## src/rtl/fp_add_pkg.sv

```systemverilog
// rtl/fp_add_pkg.sv - shared types and constants for the FP adder arbiter
package fp_add_pkg;

    localparam int FP_W_DEF = 32;
    localparam int TMR_W    = $clog2(1024);

    typedef enum logic [1:0] {
        IDLE  = 2'd0,
        ISSUE = 2'd1,
        WAIT  = 2'd2,
        RESP  = 2'd3
    } state_t;

    typedef logic req_id_t;

    function automatic logic [1:0] id_onehot(input req_id_t id);
        return id ? 2'b10 : 2'b01;
    endfunction

endpackage

```

## src/rtl/rr_arbiter2.sv

```systemverilog
// rtl/rr_arbiter2.sv - two-way round-robin grant, purely combinational
module rr_arbiter2
    import fp_add_pkg::*;
(
    input  logic [1:0] i_valid,
    input  req_id_t    i_rr_ptr,
    output logic       o_gnt_valid,
    output req_id_t    o_gnt
);

    // The preferred requester wins when valid; otherwise the other one gets it.
    always_comb begin
        o_gnt_valid = |i_valid;
        o_gnt       = i_rr_ptr;
        if (!i_valid[i_rr_ptr]) begin
            o_gnt = ~i_rr_ptr;
        end
    end

endmodule

```

## src/rtl/fp_add_arbiter.sv

```systemverilog
// rtl/fp_add_arbiter.sv - shares one multi-cycle FP add/sub unit between two requesters
module fp_add_arbiter
    import fp_add_pkg::*;
#(
    parameter int FP_W        = FP_W_DEF,
    parameter int TIMEOUT_CYC = 64
) (
    input  logic                 clk,
    input  logic                 reset,
    input  logic [1:0]           req_valid,
    output logic [1:0]           req_ready,
    input  logic [1:0][FP_W-1:0] req_a,
    input  logic [1:0][FP_W-1:0] req_b,
    input  logic [1:0]           req_sub,
    output logic                 fpu_start,
    output logic [FP_W-1:0]      fpu_a,
    output logic [FP_W-1:0]      fpu_b,
    output logic                 fpu_sub,
    input  logic                 fpu_done,
    input  logic [FP_W-1:0]      fpu_result,
    output logic [1:0]           rsp_valid,
    output logic [FP_W-1:0]      rsp_result,
    output logic                 rsp_err,
    input  logic [1:0]           rsp_ready,
    output logic                 busy
);

    localparam logic [TMR_W-1:0] TMR_LAST = TMR_W'(TIMEOUT_CYC - 1);

    state_t            r_state;
    req_id_t           r_rr_ptr;
    req_id_t           r_owner;
    logic [TMR_W-1:0]  r_timer;
    logic              r_fpu_start;
    logic [FP_W-1:0]   r_fpu_a;
    logic [FP_W-1:0]   r_fpu_b;
    logic              r_fpu_sub;
    logic [1:0]        r_rsp_valid;
    logic [FP_W-1:0]   r_rsp_result;
    logic              r_rsp_err;
    logic              r_busy;

    logic              w_gnt_valid;
    req_id_t           w_gnt;

    rr_arbiter2 u_arb (
        .i_valid     (req_valid),
        .i_rr_ptr    (r_rr_ptr),
        .o_gnt_valid (w_gnt_valid),
        .o_gnt       (w_gnt)
    );

    assign req_ready  = (r_state == IDLE && w_gnt_valid) ? id_onehot(w_gnt) : 2'b00;
    assign fpu_start  = r_fpu_start;
    assign fpu_a      = r_fpu_a;
    assign fpu_b      = r_fpu_b;
    assign fpu_sub    = r_fpu_sub;
    assign rsp_valid  = r_rsp_valid;
    assign rsp_result = r_rsp_result;
    assign rsp_err    = r_rsp_err;
    assign busy       = r_busy;

    always_ff @(posedge clk or negedge reset) begin
        if (!reset) begin
            r_state      <= IDLE;
            r_rr_ptr     <= 1'b0;
            r_owner      <= 1'b0;
            r_timer      <= '0;
            r_fpu_start  <= 1'b0;
            r_fpu_a      <= '0;
            r_fpu_b      <= '0;
            r_fpu_sub    <= 1'b0;
            r_rsp_valid  <= 2'b00;
            r_rsp_result <= '0;
            r_rsp_err    <= 1'b0;
            r_busy       <= 1'b0;
        end else begin
            r_fpu_start <= 1'b0;
            case (r_state)
                IDLE: begin
                    if (w_gnt_valid) begin
                        r_fpu_a     <= req_a[w_gnt];
                        r_fpu_b     <= req_b[w_gnt];
                        r_fpu_sub   <= req_sub[w_gnt];
                        r_owner     <= w_gnt;
                        r_fpu_start <= 1'b1;
                        r_busy      <= 1'b1;
                        r_state     <= ISSUE;
                    end
                end
                ISSUE: begin
                    r_timer <= '0;
                    r_state <= WAIT;
                end
                WAIT: begin
                    // A done arriving on the last timer count still wins over the abort.
                    if (fpu_done) begin
                        r_rsp_result <= fpu_result;
                        r_rsp_err    <= 1'b0;
                        r_rsp_valid  <= id_onehot(r_owner);
                        r_state      <= RESP;
                    end else if (r_timer == TMR_LAST) begin
                        r_rsp_result <= '0;
                        r_rsp_err    <= 1'b1;
                        r_rsp_valid  <= id_onehot(r_owner);
                        r_state      <= RESP;
                    end else begin
                        r_timer <= r_timer + TMR_W'(1);
                    end
                end
                RESP: begin
                    if (rsp_ready[r_owner]) begin
                        r_rsp_valid <= 2'b00;
                        r_rr_ptr    <= ~r_owner;
                        r_busy      <= 1'b0;
                        r_state     <= IDLE;
                    end
                end
                default: r_state <= IDLE;
            endcase
        end
    end

endmodule

```

## config.mk

```make
export PLATFORM = sky130hd
export DESIGN_NAME = fp_add_arbiter
export DESIGN_NICKNAME = d
export VERILOG_FILES = /design/src/rtl/fp_add_pkg.sv /design/src/rtl/rr_arbiter2.sv /design/src/rtl/fp_add_arbiter.sv
export SDC_FILE = /design/constraint.sdc
export NUM_CORES = 1
export LEC_CHECK = 0
export CAP_MARGIN = 10
export CORE_UTILIZATION = 35
export CTS_BUF_LIST = sky130_fd_sc_hd__clkbuf_4 sky130_fd_sc_hd__clkbuf_8 sky130_fd_sc_hd__clkbuf_16
export CTS_CLUSTER_SIZE = 20
export DETAILED_ROUTE_END_ITERATION = 6
export PLACE_DENSITY = 0.77
export SYNTH_ARGS = -nofsm -noshare
export SYNTH_HDL_FRONTEND = slang
export SYNTH_SLANG_ARGS = --single-unit
export TNS_END_PERCENT = 100
```

## constraint.sdc

```tcl
create_clock -name clk -period 1.7 [get_ports clk]
set_input_delay 0.34 -clock clk [delete_from_list [all_inputs] [get_ports clk]]
set_output_delay 0.34 -clock clk [all_outputs]
set_load 0.01 [all_outputs]
```

== Yosys cells after proc, flatten, opt, wreduce, memory -nomap -nowiden ==
Index checks and enable logic that the tools add are counted.
Storage, ports and cells
  memories kept: 0
  RAM bits: 0
  logic and storage cells: 75
  latch bits: 0
  output and inout bits: 104
  flip-flop bits (word level): 116
  bits in read-only memories: 0
Operators by class
  shift operators: 0
  reductions and logical operators: 14
  equality and inequality tests: 9
  $lt $le $gt $ge: 3
  $add $sub $neg: 1
  mux-type cells: 34
  bitwise operators: 2
  $mul: 0
  divide/modulo/power cells: 0
Operator list (count)
  32-bit two-way mux: 6
  10-bit two-way mux: 2
  10-bit one-hot mux with 2 select lines: 1
  2-bit two-way mux: 9
  1-bit two-way mux: 13
  3-bit AND reduction: 4
  10-bit by 1-bit adder with 10-bit output (second input constant): 1
  10-bit by 6-bit equality test with 1-bit output (second input constant): 1
  2-bit != test (second input constant): 4
  2-bit one-hot mux with 4 select lines: 1
  2-bit nonzero test: 4
  1-bit by 2-bit < comparator with 1-bit output (second input constant): 3
  2-bit AND reduction: 3
  2-bit equality test (second input constant): 2
  2-bit one-hot mux with 2 select lines: 1
  3-bit != test (second input constant): 1
  2-bit by 1-bit equality test with 1-bit output (second input constant): 1
  2-bit zero test: 1
  1-bit NOT: 2
  1-bit one-hot mux with 2 select lines: 1
  2-bit OR reduction: 1
  1-bit logical AND: 1

== Logic depth before layout (Yosys ltp) ==
  depth after elaboration: 5
  gate-level depth with buffers: 8
  gate-level depth less buffers: 6

== Modules after synthesis ==
A second synthesis with hierarchy kept.
Unflattened totals
  cells, all modules: 464
  area total of the unflattened synthesis: 5132.4 um2
By module, submodules not included
  fp_add_arbiter: cells each 461, area each 5112.4 um2, instances 1
  rr_arbiter2: cells each 3, area each 20.0 um2, instances 1

== Worst setup path before layout ==
No wires, ideal clock.
  path type: flip-flop to flip-flop
  start point: register r_timer[0]
  end point: register r_timer[5]
  cell stages (with the launch flop): 7
  setup slack: -0.071 ns
  data required time: 1.574 ns
  buffers on the path: 1
  arrival: 1.645 ns
  cell sequence: dfrtp_1 -> ha_1 -> and3_1 -> a41oi_2 -> buf_6 -> a21boi_0 -> a221o_1
Between the ends
  word-level cells in the longest chain between the ends: 4
  elaborated cells between the ends (all ways): 7
  classes of those cells: add/sub: 1; eq/ne: 2; mux: 3; reduce/logical: 1
RTL lines
  start: declaration: line fp_add_arbiter.sv:33  | logic [TMR_W-1:0] r_timer;
  start signal: assignment: line fp_add_arbiter.sv:108  | r_timer <= r_timer + TMR_W'(1);
  10-bit by 1-bit adder with 10-bit output: line fp_add_arbiter.sv:108
  10-bit two-way mux: line fp_add_arbiter.sv:102  | end else if (r_timer == TMR_LAST) begin
  10-bit two-way mux: line fp_add_arbiter.sv:97  | if (fpu_done) begin
  10-bit one-hot mux with 2 select lines: line fp_add_arbiter.sv:79  | case (r_state)
Parallel ways exist; a longest one is shown, timed or not. The select of a mux whose other input is x is not followed.
A chain may end at the register's enable or synchronous reset.

== Worst setup path in the final report ==
  start point: register r_timer[9]
  end point: register r_timer[5]
Between the ends
  word-level cells in the longest chain between the ends: 3
RTL lines (line)
  10-bit by 6-bit equality test with 1-bit output: fp_add_arbiter.sv:102
  2-bit != test (no source line)
  3-bit AND reduction (no source line)
Every way passes these cells.

==> metrics.cfg <==
[run_status]
status=finished, violations left
failing_checks=setup timing

[global_route]
grt_first_pass_wirelength_um=26800
grt_start_max_net_pins=117
antenna_found_initial=0
grt_overflow_total=0
first_global_vias=5136
globalRouteTotalUtil_pct=24.6

[floorplanning]
core_um2=13400
start_util_pct=36.4
placement_rows=42
boundaryPins=273
die_height_um=120
design.die.area_um2=14400
die_width_um=120

[synth]
synth.yosys.warnings=0
synth_enable_flop_cells=0
cell_area_after_synthesis_um2=4870
async_flop_share_pct=100
synth.ff_latch_count=116
syn_nets=581
cell_count_after_synthesis=407
synth-seq-area-share_pct=59.6
mean_syn_cell_area_um2=12.0
post_synth_num_cell_types=40
postSynth.topFlopCell=sky130_fd_sc_hd__dfrtp_1

[finish]
antenna_cells_inserted=0
postLayoutCellArea_um2=9280
utilization_pct=69.3
filler_cell_count=986
layout-area-overhead-vs-synth_pct=90.5
final_layout_net_count=902
post_route_cells_drive_above_1_share_pct=17.3

[setup_path]
critical-path-slowest-cell=sky130_fd_sc_hd__dfrtp_1
criticalPathCategory=reg -> reg
worst_ep_arrival_time_ns=2.09
critPathRequiredTime_ns=2.00
path_cells=nor4_4, a41o_4, nor2_4, buf_6, a221o_1
crit_path_end_kind=flop
worstReg2RegEnd=r_timer[5]
timing.critical_path.from_type=flop
reg2regPathDepth=5
critical-path-max-stage-delay_ns=0.41
critical_path.n_buffers_inverters=1
reg_to_reg_setup_timing_slack_ns=-0.09
critical_path.top_delay_family=compound AO/OA/AOI/OAI gates
critical_path.reg2reg.startpoint=r_timer[9]
critical_path.max_fanout=8

[route]
post_route_ant_nets=0
drc_errors=0
routedLengthMet1_um=6940
avgRoutedWirePerCell_um=20.6
drt_iter0_markers=479
drtPass1Iterations=6
wl_met3_um=1560
routed-via-count=5001
post_drt_via_cell_ratio=5.45
drt-total-wl_um=18900
top_layer=met4
met2_length_um=9850

[timing]
final_max_slew_viol_count=0
layout_worst_path_cycle_share_pct=105
rsz_0062_raised_after_global_routing=yes
setup_total_negative_slack_ns=-1.83
hold_viol_final=0
setup-violations-final=29
finalWorstPathRequiredPeriod_ns=1.79
post-route-worst-setup-slack_ns=-0.0925
worstMarginPinSlew_ns=0.643
slew_headroom_pct=57.1
timing.clock.skew_ns=0.00836
max_clock_freq_ghz=0.558

[pwr]
totalPowerFinal_uw=16500
irDropWorstVdd_uv=1020
cellPowerDensity_nw_per_um2=1780
static-leakage-power_uw=0.00451

[clocking]
clk_latency_ns=0.42
cts.reportedPaths.clkPinSlew_ns=0.05
cts_hold_repair.buffers=0
cts_max_level=4
cts_root_buffer=sky130_fd_sc_hd__clkbuf_16
cts_buffer_depth=2
cts_buffer_count=17
tritoncts=built
numClockSinks=116

[place]
detailed_place_hpwl_um=12100
place.port_buffers=272
placement.setup.worst_slack_ns=-0.341
routability_driven_placement_congestion_ratio=0.866
postPlaceCellArea_um2=8060

[flow_run]
max_cap_violations=0

[hold_path]
holdCritPathClass=in -> async

## sequential cells by signal, indices dropped and copies added (netlist names)
signal / cells
fpu_sub: 1
r_rr_ptr: 1
fpu_a: 32
rsp_valid: 2
rsp_err: 1
rsp_result: 32
fpu_start: 1
busy: 1
r_state: 2
r_owner: 1
r_timer: 10
fpu_b: 32
## metal layers
layer  vias up  global-route usage (%)
li1       2209                       -
met1      2511                    27.0
met2       236                    41.9
met3        45                    8.98
met4         0                    11.5
met5         -                       0
## where the power goes
group | switching (uW) | internal, uW
registers | 742 | 4020
logic | 3450 | 4450
clock network | 1300 | 2550
total | 5490 | 11000
## worst register-to-register path: stages, from the launching register on
cell	delay, ns
sky130_fd_sc_hd__dfrtp_1	0.41
sky130_fd_sc_hd__nor4_4	0.39
sky130_fd_sc_hd__a41o_4	0.41
sky130_fd_sc_hd__nor2_4	0.06
sky130_fd_sc_hd__buf_6	0.12
sky130_fd_sc_hd__a221o_1	0.28
## cell usage after synthesis (3+ instances only)
master	number	area share [%]
sky130_fd_sc_hd__o221ai_1	3	0.54
sky130_fd_sc_hd__inv_1	74	5.7
sky130_fd_sc_hd__o21ai_0	8	0.82
sky130_fd_sc_hd__a222oi_1	65	13
sky130_fd_sc_hd__nor2_1	7	0.54
sky130_fd_sc_hd__clkbuf_1	17	1.3
sky130_fd_sc_hd__buf_1	3	0.23
sky130_fd_sc_hd__nor3_1	3	0.31
sky130_fd_sc_hd__nand2_1	14	1.1
sky130_fd_sc_hd__nand3_1	8	0.82
sky130_fd_sc_hd__dfrtp_1	116	60
sky130_fd_sc_hd__a22o_1	32	5.8
sky130_fd_sc_hd__a21oi_1	7	0.72
sky130_fd_sc_hd__ha_1	5	1.3
sky130_fd_sc_hd__buf_6	4	0.92
sky130_fd_sc_hd__mux2i_1	3	0.62
sky130_fd_sc_hd__buf_2	7	0.72
## area by class of cell
| type | instances | area (um2) | share of cell area, % |
|---|---|---|---|
| inverters | 75 | 283 | 3.05 |
| multi-input cells | 188 | 1760 | 19.0 |
| clock buffers | 20 | 460 | 4.96 |
| flip-flops and latches | 116 | 2900 | 31.3 |
| clock inverters | 12 | 178 | 1.91 |
| well taps | 176 | 220 | 2.37 |
| repair buffers | 330 | 3480 | 37.4 |
## logic make-up after synthesis
kind of cell               share of synthesized area, %
xor gates and xnor gates                          0.360
adders and majority gates                          1.28
buffers and inverters                              8.96
DFF                                                59.6
muxes                                             0.847
AOI/OAI and AO/OA                                  23.6
and+or+nand+nor                                    5.34
## metrics by stage
| stage | std cells | hold WS [ns] |
|---|---|---|
| after global placement | 864 | 0.475 |
| after CTS | 900 | 0.0421 |
| after detailed placement | 864 | 0.483 |
| final | 917 | 0.000391 |
| after global routing | 917 | 0.0790 |
| after floorplan | 407 | 0.0444 |
## placed cells by master, fill, tap and decap left out, types with 3 or more instances in the layout
master / netlist / final
sky130_fd_sc_hd__nor3_1: 3 / 3
sky130_fd_sc_hd__a22o_1: 32 / 32
sky130_fd_sc_hd__dlymetal6s2s_1: 0 / 26
sky130_fd_sc_hd__dfrtp_1: 116 / 116
sky130_fd_sc_hd__nand2_1: 14 / 10
sky130_fd_sc_hd__mux2i_1: 3 / 3
sky130_fd_sc_hd__buf_4: 0 / 34
sky130_fd_sc_hd__dlygate4sd2_1: 0 / 9
sky130_fd_sc_hd__buf_6: 4 / 11
sky130_fd_sc_hd__clkinv_2: 0 / 4
sky130_fd_sc_hd__o21ai_0: 8 / 6
sky130_fd_sc_hd__a222oi_1: 65 / 65
sky130_fd_sc_hd__nand2_8: 0 / 3
sky130_fd_sc_hd__nand3_1: 8 / 8
sky130_fd_sc_hd__nand2_4: 1 / 3
sky130_fd_sc_hd__buf_12: 0 / 7
sky130_fd_sc_hd__inv_1: 74 / 72
sky130_fd_sc_hd__nor2_1: 7 / 6
sky130_fd_sc_hd__a21oi_1: 7 / 4
sky130_fd_sc_hd__clkbuf_16: 0 / 22
sky130_fd_sc_hd__bufinv_16: 0 / 4
sky130_fd_sc_hd__clkinv_4: 0 / 3
sky130_fd_sc_hd__o221ai_2: 0 / 3
sky130_fd_sc_hd__clkdlybuf4s50_1: 0 / 234
## repair_timing
| action | CTS | global route |
|---|---|---|
| endpoints found under the setup margin | 118 | 121 |
| pin swaps | 42 | 39 |
| gates cloned | 1 | 11 |
| resized for setup | 52 | 47 |
| setup buffers | 3 | 7 |
## how the worst max path moves through the flow
| stage | startpoint | end | depth (start not counted) |
|---|---|---|---|
| finish | r_timer[9] | r_timer[5] | 5 |
| global route | r_timer[9] | rsp_valid[0] | 5 |
| CTS | r_timer[9] | r_state[1] | 4 |
| detailed placement | req_valid[0] | req_ready[0] | 4 |
| global placement | req_valid[1] | req_ready[1] | 4 |
| floorplan | r_state[0] | fpu_a[27] | 7 |
(Power assumes the default switching activity.)
==> RTL edit (config.mk and constraints unchanged) <==
Change the package constant `FP_W_DEF` from 32 to 48.
--- a/src/rtl/fp_add_pkg.sv
+++ b/src/rtl/fp_add_pkg.sv
@@ -1,7 +1,7 @@
 // rtl/fp_add_pkg.sv - shared types and constants for the FP adder arbiter
 package fp_add_pkg;
 
-    localparam int FP_W_DEF = 32;
+    localparam int FP_W_DEF = 48;
     localparam int TMR_W    = $clog2(1024);
 
     typedef enum logic [1:0] {
Interface: changed (6 resized); port bits go from 273 to 401. The function was not compared with the original's and may differ.
==> RTL edit against the unedited design <==
The flow finishes with violations (design-rule violations, negative setup slack); power grew 40%; worst setup slack got worse by 0.13 ns; sequential cell count rose by 48; core utilization increased by 2.2 points; routed wire length grew 58%; cell area rose by 44%; area after synthesis up 37%; sequential share of layout area down 0.56 points; highest routed layer unchanged.
==> RTL edit: results (changes against the unedited design) <==
Logic synthesis
  – Seq/Total Area, Yosys: 0.615 (+0.0197)
  – Top cell type's share of synthesized area: 0.615 (+0.0197)
  – Multiplexer share of the synthesized area: 0.00469 (-0.00378)
  – Synthesized Nets: 799 (+38%)
  – Most common library cells after synthesis: dfrtp_1, inv_1, a222oi_1, a22o_1, clkbuf_1
  – Synthesized-area fraction occupied by adder cells: 0.00938 (-0.00346)
  – Compound-Gate Fraction of Synth Area: 0.241 (+0.00501)
  – Top cells by area, synth: dfrtp_1, a222oi_1, a22o_1
  – Post-synthesis cell type count: 43 (+7.5%)
  – XOR/XNOR share of the synthesized area: 0.00263 (-0.000968)

GRT
  – Vias in the first global route: 7239 (+41%)
  – Tot GR Track Use: 0.280 (+0.0349)
  – Pin count of the biggest net entering global routing: 63 (-46%)

Setup path
  – Critical path destination: fpu_b[42]$_DFFE_PN0N_
  – Worst Setup SP: r_state[0]$_DFFE_PN0P_
  – Worst EP arrival: 2.21 ns (+0.12 ns)
  – R2R cell count: 10 (+5)
  – Critical path peak fanout: 5 (-3)

Detailed routing
  – DR vias/cell: 5.57 (+2.1%)
  – Remaining routing DRC violations: 17 (+17)

Place
  – DP HPWL: 17400 um (+44%)

Power and ir drop
  – Net load switching power: 7860 uW (+43%)
  – Peak VDD IR: 0.749 mV (-27%)
  – Leakage: 0.00693 uW (+53%)

Run status
  – Outcome: finished with violations
  – Failing checks: design-rule violations, negative setup slack

Timing
  – Worst Slack Setup Final: -0.220 ns (-0.127 ns)
  – Setup violators final: 160 (+450%)
  – Slew headroom: 0.709 (+0.138)

Layout
  – Share of layout cells above drive strength 1: 0.166 (-0.00687)
## RTL edit: logic make-up after synthesis
family	after synthesis
AO/OA/AOI/OAI	174
XOR/XNOR	2
adder cells (fa/ha/maj)	5
buffers and inverters	146
flip-flops	164
multiplexers	3
AND/OR/NAND/NOR	51
## RTL edit: stage by stage
step	setup TNS (ns)	instances	setup WS (ns)	util	hold WS, ns
finish	-16.77	1277	-0.220	0.714	0.350
global route	-28.47	1277	-0.330	0.714	0.373
CTS	-17.70	1258	-0.220	0.688	0.342
detailed placement	-33.68	1185	-0.354	0.606	0.237
global placement	-29.65	1185	-0.323	0.606	0.234
floorplan	-2.15	545	-0.204	-	0.0444
## RTL edit: layout make-up
type,instances,area (um^2)
Multi-Input combinational cell,235,2150
Fill cell,1233,5340
Inverter,104,390
Tap cell,234,293
Timing Repair Buffer,509,5800
Sequential cell,164,4100
Clock buffer,19,447
Clock inverter,12,176
## RTL edit: what timing repair did
item                                    CTS  global route
hold buffers                              1             0
pin swaps                                86            77
hold endpoints to repair                 25             0
cloned                                   21            12
endpoints found under the setup margin  183           225
setup buffers                            21            21
resized for setup                        83           114
## RTL edit: per-layer routing
metal | vias up | GRT usage | wire (um)
met5 | - | 0 | 0
met3 | 65 | 0.0639 | 2230
li1 | 3089 | - | -
met4 | 0 | 0.101 | 950
met1 | 3552 | 0.332 | 11300
met2 | 408 | 0.498 | 15400
## RTL edit: power groups by stage
stage	Sequential [uW]	Combinational, uW	Clock (uW)
2_1_floorplan	7480	3550	0
3_3_place_gp	6690	9820	0
3_5_place_dp	6770	9950	0
4_1_cts	6730	11900	4190
5_1_grt	6950	12900	4380
6_report	6770	12100	4160
